<file path="config.mk">
export PLATFORM = sky130hd
export DESIGN_NAME = multdiv_unit_flat
export DESIGN_NICKNAME = d
export VERILOG_FILES = /design/src/rtl/multdiv_if.sv /design/src/rtl/multdiv_unit.sv /design/src/flat_wrapper.sv
export SDC_FILE = /design/constraint.sdc
export NUM_CORES = 2
export LEC_CHECK = 0
export CAP_MARGIN = 20
export CORE_ASPECT_RATIO = 1.75
export CORE_MARGIN = 1
export CORE_UTILIZATION = 40
export CTS_CLUSTER_SIZE = 28
export DETAILED_ROUTE_END_ITERATION = 16
export SYNTH_ARGS = -nofsm -noshare
export SYNTH_HDL_FRONTEND = slang
export SYNTH_SLANG_ARGS = --single-unit
</file>
<file path="constraint.sdc">
create_clock -name clk -period 10.3 [get_ports clk]
set_input_delay 1.545 -clock clk [delete_from_list [all_inputs] [get_ports clk]]
set_output_delay 1.545 -clock clk [all_outputs]
set_load 0.05 [all_outputs]
</file>
<file path="src/rtl/multdiv_if.sv">
// ============================================================================
// multdiv_if : request/result bundle between execute and the mult/div engine
// Rev 1.0
// ============================================================================
`default_nettype none

interface multdiv_if;
    logic        start;
    logic [1:0]  op;
    logic [31:0] a;
    logic [31:0] b;
    logic        flush;
    logic        busy;
    logic        done;
    logic [31:0] hi;
    logic [31:0] lo;

    modport master (
        output start, op, a, b, flush,
        input  busy, done, hi, lo
    );

    modport slave (
        input  start, op, a, b, flush,
        output busy, done, hi, lo
    );
endinterface

`default_nettype wire

</file>
<file path="src/rtl/multdiv_unit.sv">
// ============================================================================
// multdiv_unit : multi-cycle MULT/MULTU/DIV/DIVU engine producing {hi, lo}
// Rev 1.0
// ============================================================================
`default_nettype none

module multdiv_unit #(
    parameter int MUL_LAT = 3
) (
    input  wire logic  clk,
    input  wire logic  reset,
    multdiv_if.slave   bus
);

    typedef enum logic [1:0] {
        S_IDLE = 2'd0,
        S_MUL  = 2'd1,
        S_DIV  = 2'd2
    } state_t;

    localparam logic [5:0] C_MUL_CNT = 6'(MUL_LAT - 1);
    localparam logic [5:0] C_DIV_CNT = 6'd32;

    state_t      r_state;
    logic [5:0]  r_cnt;
    logic        r_signed;
    logic [31:0] r_a;
    logic [31:0] r_b;
    logic [31:0] r_rem;
    logic [31:0] r_quo;
    logic [31:0] r_divisor;
    logic        r_done;
    logic [31:0] r_hi;
    logic [31:0] r_lo;

    // Operand magnitudes for the divider, taken straight from the request.
    logic        w_in_signed;
    logic [31:0] w_a_mag;
    logic [31:0] w_b_mag;

    assign w_in_signed = ~bus.op[0];
    assign w_a_mag     = (w_in_signed & bus.a[31]) ? -bus.a : bus.a;
    assign w_b_mag     = (w_in_signed & bus.b[31]) ? -bus.b : bus.b;

    logic [32:0] w_shift;
    logic [32:0] w_trial;
    logic        w_ge;

    assign w_shift = {r_rem, r_quo[31]};
    assign w_trial = w_shift - {1'b0, r_divisor};
    assign w_ge    = ~w_trial[32];

    logic [63:0] w_prod;
    assign w_prod = {{32{r_signed & r_a[31]}}, r_a} * {{32{r_signed & r_b[31]}}, r_b};

    // Sign fix-up: quotient truncates toward zero, remainder follows the dividend.
    logic        w_q_neg;
    logic        w_r_neg;
    logic        w_div0;
    logic [31:0] w_div_lo;
    logic [31:0] w_div_hi;

    assign w_q_neg  = r_signed & (r_a[31] ^ r_b[31]);
    assign w_r_neg  = r_signed & r_a[31];
    assign w_div0   = (r_b == 32'd0);
    assign w_div_lo = w_div0 ? 32'hFFFF_FFFF : (w_q_neg ? -r_quo : r_quo);
    assign w_div_hi = w_div0 ? r_a           : (w_r_neg ? -r_rem : r_rem);

    always_ff @(posedge clk) begin
        if (reset) begin
            r_state   <= S_IDLE;
            r_cnt     <= 6'd0;
            r_signed  <= 1'b0;
            r_a       <= 32'd0;
            r_b       <= 32'd0;
            r_rem     <= 32'd0;
            r_quo     <= 32'd0;
            r_divisor <= 32'd0;
            r_done    <= 1'b0;
            r_hi      <= 32'd0;
            r_lo      <= 32'd0;
        end else begin
            r_done <= 1'b0;
            if (bus.flush) begin
                r_state <= S_IDLE;
            end else begin
                case (r_state)
                    S_IDLE: begin
                        if (bus.start) begin
                            r_signed  <= w_in_signed;
                            r_a       <= bus.a;
                            r_b       <= bus.b;
                            r_rem     <= 32'd0;
                            r_quo     <= w_a_mag;
                            r_divisor <= w_b_mag;
                            r_cnt     <= bus.op[1] ? C_DIV_CNT : C_MUL_CNT;
                            r_state   <= bus.op[1] ? S_DIV : S_MUL;
                        end
                    end
                    S_MUL: begin
                        if (r_cnt == 6'd0) begin
                            r_done  <= 1'b1;
                            r_hi    <= w_prod[63:32];
                            r_lo    <= w_prod[31:0];
                            r_state <= S_IDLE;
                        end else begin
                            r_cnt <= r_cnt - 6'd1;
                        end
                    end
                    S_DIV: begin
                        if (r_cnt == 6'd0) begin
                            r_done  <= 1'b1;
                            r_hi    <= w_div_hi;
                            r_lo    <= w_div_lo;
                            r_state <= S_IDLE;
                        end else begin
                            // One restoring step; divide-by-zero garbage is overridden at the end.
                            r_cnt <= r_cnt - 6'd1;
                            r_rem <= w_ge ? w_trial[31:0] : w_shift[31:0];
                            r_quo <= {r_quo[30:0], w_ge};
                        end
                    end
                    default: r_state <= S_IDLE;
                endcase
            end
        end
    end

    assign bus.busy = (r_state != S_IDLE);
    assign bus.done = r_done;
    assign bus.hi   = r_hi;
    assign bus.lo   = r_lo;

endmodule

`default_nettype wire

</file>
<file path="src/flat_wrapper.sv">
// flat-port wrapper written by rule: the top's interface ports become plain ports
module multdiv_unit_flat 
#(
    parameter int MUL_LAT = 3
)
  (clk, reset, bus_start, bus_op, bus_a, bus_b, bus_flush, bus_busy, bus_done, bus_hi, bus_lo);
  multdiv_if bus_i ();
  input  wire logic clk;
  input  wire logic reset;
  input wire logic [$bits(bus_i.start)-1:0] bus_start;
  input wire logic [$bits(bus_i.op)-1:0] bus_op;
  input wire logic [$bits(bus_i.a)-1:0] bus_a;
  input wire logic [$bits(bus_i.b)-1:0] bus_b;
  input wire logic [$bits(bus_i.flush)-1:0] bus_flush;
  output wire logic [$bits(bus_i.busy)-1:0] bus_busy;
  output wire logic [$bits(bus_i.done)-1:0] bus_done;
  output wire logic [$bits(bus_i.hi)-1:0] bus_hi;
  output wire logic [$bits(bus_i.lo)-1:0] bus_lo;
  assign bus_i.start = bus_start;
  assign bus_i.op = bus_op;
  assign bus_i.a = bus_a;
  assign bus_i.b = bus_b;
  assign bus_i.flush = bus_flush;
  assign bus_busy = bus_i.busy;
  assign bus_done = bus_i.done;
  assign bus_hi = bus_i.hi;
  assign bus_lo = bus_i.lo;
  multdiv_unit #(.MUL_LAT(MUL_LAT)) u_core (.clk(clk), .reset(reset), .bus(bus_i));
endmodule
</file>
# After elaboration in Yosys (flattened, before gate mapping)
# Index checks and enable logic that the tools add are counted.
# word_totals
register_bits,234
in_bits,70
# op_classes
reduce_logical,15
n_eq_ne,8
mul,1
muxes,28
n_bitwise,10
add_sub_neg,6
# ops
operator,n
$mux 32,15
$pmux 32 s2,4
$neg 32->32,4
$mul 33x33->64,1
$sub 33x32->33,1
$logic_not 32->1,1
$mux 6,3
$pmux 6 s2,1
$reduce_and 4->1,3
$reduce_bool 2->1,4
$logic_not 6->1,1
$mux 2,3
$ne 2x1->1 const B,3
$ne 2x2->1 const B,3
$sub 6x1->6 const B,1
$and 1x1->1,5
$not 1->1,4
$pmux 2 s2,1
$reduce_or 2->1,2
$reduce_and 3->1,1
$reduce_or 3->1,1
$eq 2x1->1 const B,1
$eq 2x2->1 const B,1
$logic_not 2->1,1
other kinds (3),3

# Longest topological paths before layout
# depth
depth_word,6
ltp_mapped,31
depth_no_buf,27

# Worst setup path before layout
# Ideal clock, no wire load.
# synth_timing
path_kind,reg-to-reg
from,register u_core.r_a[31]
to,"register u_core.r_hi[29], in the netlist u_core.bus.hi[29]"
stages_incl_launch_ff,32
slack_ps,1778
t_arrival_ps,8396
setup_ps,126
n_path_buf,4
synth_period_minus_slack_ps,8522
path_cell_list,dfxtp_1 > clkbuf_1 > and2_1 > clkbuf_1 > buf_1 > nand2_1 > inv_1 > fa_1 > inv_1 > fa_1 > inv_1 > fa_1 > fa_1 > inv_1 > fa_1 > inv_1 > fa_1 > inv_1 > fa_1 > fa_1 > inv_1 > ha_1 > clkbuf_1 > nand2_1 > nor2_1 > o2111ai_1 > or3_1 > a211o_1 > a221o_1 > a21oi_1 > or4b_1 > nand3_1
# synth_via
elab_chain_len,5
word_cells_on_any_way,7
classes_between,mul: 1; mux: 5; bitwise: 1
# synth_lines
item,line,text
start: declaration,multdiv_unit.sv:27,logic [31:0] r_a;
start signal: assignment,multdiv_unit.sv:91,r_a <= bus.a;
branches (longest 4 deep; another with $mul 33x33->64),n/a,
$pmux 32 s2 *,multdiv_unit.sv:87,case (r_state)
end signal: assignment,multdiv_unit.sv:103,r_hi <= w_prod[63:32];
end signal: assignment,multdiv_unit.sv:113,r_hi <= w_div_hi;
end: declaration,multdiv_unit.sv:33,logic [31:0] r_hi;
# Every way passes the cells marked *. The select of a mux whose other input is x is not followed.
# A chain may end at the register's enable or synchronous reset.

==> qor.csv <==
metric,value,unit
final_cell_mix,"inv_1, fa_1, nand2_1",
fin_tns_setup,0,ns
setup_viol,0,
grt_pass1_vias,45100,
worstPathRequired,10.71,ns
synth_cells,6131,
vias_per_cell,5.38,
slew_headroom,23.7,%
min_period,8.96,ns
cts_resized,0,
p_total,3.14,mW
ys_seq_area_share,8.94,%
insertion_delay,0.55,ns
stdcell_count,7678,
crit_arrival,9.37,ns
grt_usage,25.3,%
drt-total-wl,162000,um
cts_sinks,233,
drive_above_1_share,3.16,%
hold_buffers,0,
worst_slew_pin_slew,1.14,ns
hold_class,register to register,
syn-num-nets,7581,
core,0.129,sq mm
synthArstFlopShare,0,%
maxCapViolations,0,
grt_max_degree,101,
hpwl,132000,um
worstSetupPathType,register to register,
syn2layout_area_growth,6.79,%
detail-route-antenna-nets,0,
cts_max_path_buffers,3,
overflow,0,
grt_pass1_wl,257000,um
synth_cell_types,88,
die_h,480,um
finalHoldViolCount,0,
place.gp.congestion,0.958,
placement_rows,174,
leakage,25.7,nW
ir_worst_vdd,136,uV
power_density,56.4,mW/mm^2
final_util,43.2,%
endpoint_kind,register,
synth_area,0.0522,sq mm
firstDrtPassIters,7,
drt_iter0_markers,2279,
finalClockSkew,0.0142,ns
cts.reportedPaths.clkPinSlew,0.07,ns
final_common_cell,inv_1,
cts-root-buf,clkbuf_16,
fmax,112,MHz
period_share,87.0,%
synth_edf_count,0,
timing.hold.ws,0.457,ns
worstPathMaxFanout,22,
vias,41300,
synth_flop_cell,dfxtp_1,
io_buffers,135,
die_area,0.132,sq mm
cts-htree-levels,1,
status,completed,
rsz0062_at_grt,no,
cts_tree,yes,
synth_seq_cells,233,
die_w,275,um
synth_warnings,0,
wire_per_inst,21.0,um
nets,7440,
antenna_found_initial,3,
start_util,40.5,%
n_fill_cell,12900,
slew_viol_final,0,
placed_cells,7637,
numCtsBuffers,22,
pin_count,136,
start_kind,register,
syn_avg_cell_area,8.51,sq um
remaining_drc_errors,0,
post-cts-setup-buffer-count,0,
critical path, cell delays in order (launching register included):
cell      delay (ns)
dfxtp_1         0.88
nand2_1         0.21
inv_1           0.18
fa_1            0.49
fa_1            0.63
fa_1            0.55
inv_1           0.49
fa_1            0.52
inv_1           0.09
fa_1            0.45
fa_1            0.57
fa_1            0.51
inv_1           0.05
fa_1            0.48
inv_1           0.06
ha_1            0.39
and3_1          0.25
and2_0          0.17
a221o_1         0.36
a211oi_1        0.42
a21oi_1         0.23
o31ai_1         0.46
mux2i_1         0.27
o32ai_1         0.09
layer usage:
metal  vias to the layer above  global-route usage, %  part of all wire (%)
met4                         4                   10.7                   4.7
met2                      1193                   47.9                    55
met1                     21400                   28.9                    37
li1                      18400                      -                     -
met3                       347                   1.58                   3.9
met5                         -                      0                 0.012
stage by stage:
step,area [sq um],setup WS [ns]
detailed placement,54900,1.38
global route,55700,0.780
global placement,54900,1.47
finish,55700,1.34
floorplan,52200,1.78
CTS,55700,1.31
Yosys cell counts (7+ instances only):
| cell | number | area, sq um |
|---|---|---|
| o31ai_1 | 31 | 233 |
| a211o_1 | 8 | 70.1 |
| xor2_1 | 91 | 797 |
| a311oi_1 | 10 | 87.6 |
| o21ai_1 | 33 | 165 |
| o21ai_0 | 160 | 801 |
| buf_2 | 24 | 120 |
| a32oi_1 | 7 | 61.3 |
| nor4_1 | 22 | 138 |
| o21a_1 | 7 | 52.6 |
| mux2i_1 | 33 | 330 |
| nor3_1 | 50 | 250 |
| clkbuf_1 | 368 | 1380 |
| dfxtp_1 | 233 | 4660 |
| a31oi_1 | 31 | 194 |
| o221ai_1 | 23 | 201 |
| ha_1 | 254 | 3180 |
| or2_2 | 11 | 68.8 |
| nand4_1 | 23 | 144 |
| nor2_1 | 185 | 694 |
| o41ai_1 | 12 | 105 |
| o211ai_1 | 21 | 158 |
| a211oi_1 | 50 | 375 |
| a21oi_1 | 288 | 1440 |
| nand2b_1 | 16 | 100 |
| a22oi_1 | 12 | 90.1 |
| and2_1 | 365 | 2280 |
| nand2_1 | 1086 | 4080 |
| inv_1 | 1169 | 4390 |
| a21o_1 | 31 | 233 |
| xnor2_1 | 112 | 981 |
| o21bai_1 | 13 | 97.6 |
| nand3_1 | 35 | 175 |
| nor2b_1 | 18 | 113 |
| or3_1 | 24 | 150 |
| fa_1 | 1126 | 22500 |
| and3_1 | 35 | 219 |
registers in the layout (all words and copies together) (netlist names), 2 cells and up:
name	count
u_core.bus.hi	32
u_core.bus.lo	32
u_core.r_b	31
u_core.r_a	32
u_core.r_quo	32
u_core.r_divisor	32
u_core.r_rem	32
u_core.r_cnt	6
u_core.r_state	2
report_power, final:
part,switching [mW],internal [mW],leakage [nW],total [mW]
combinational,0.792,0.409,23.4,1.20
clock,0.394,0.537,0.380,0.931
sequential,0.0701,0.939,1.90,1.01
final timing paths:
kind                  startpoint                end  slack (ns)  depth (start not counted)
max reg2reg  u_core.r_divisor[0]  u_core.bus.hi[30]        1.34                         23
max          u_core.r_divisor[0]  u_core.bus.hi[30]        1.34                         23
min reg2reg    u_core.bus.lo[20]  u_core.bus.lo[20]        0.46                          2
min            u_core.bus.lo[20]  u_core.bus.lo[20]        0.46                          2
final cells by class:
type                            instances  area [sq um]  area share [%]
Inverter                             1170          4390            7.88
Clock inverter                          8           145           0.261
Clock buffer                           30           642            1.15
Antenna cell                            2          5.00         0.00898
Sequential cell                       233          4670            8.38
Multi-Input combinational cell       4325         41600            74.6
Tap cell                             1672          2090            3.76
Timing Repair Buffer                  238          2180            3.91
logic make-up (layout without fill, tap and decap cells):
group                    after synthesis  in the layout  share of synthesized area, %
flip-flops                           233            233                          8.94
XOR/XNOR                             203            203                          3.41
multiplexers                          37             37                         0.727
AND/OR/NAND/NOR                     1905           1905                          16.7
buffers and inverters               1573           1446                          11.4
other                                  0              2                             0
adder cells (fa/ha/maj)             1380           1380                          49.3
AO/OA/AOI/OAI                        800            800                          9.49
Note: power is estimated with default switching activity, not from simulation.
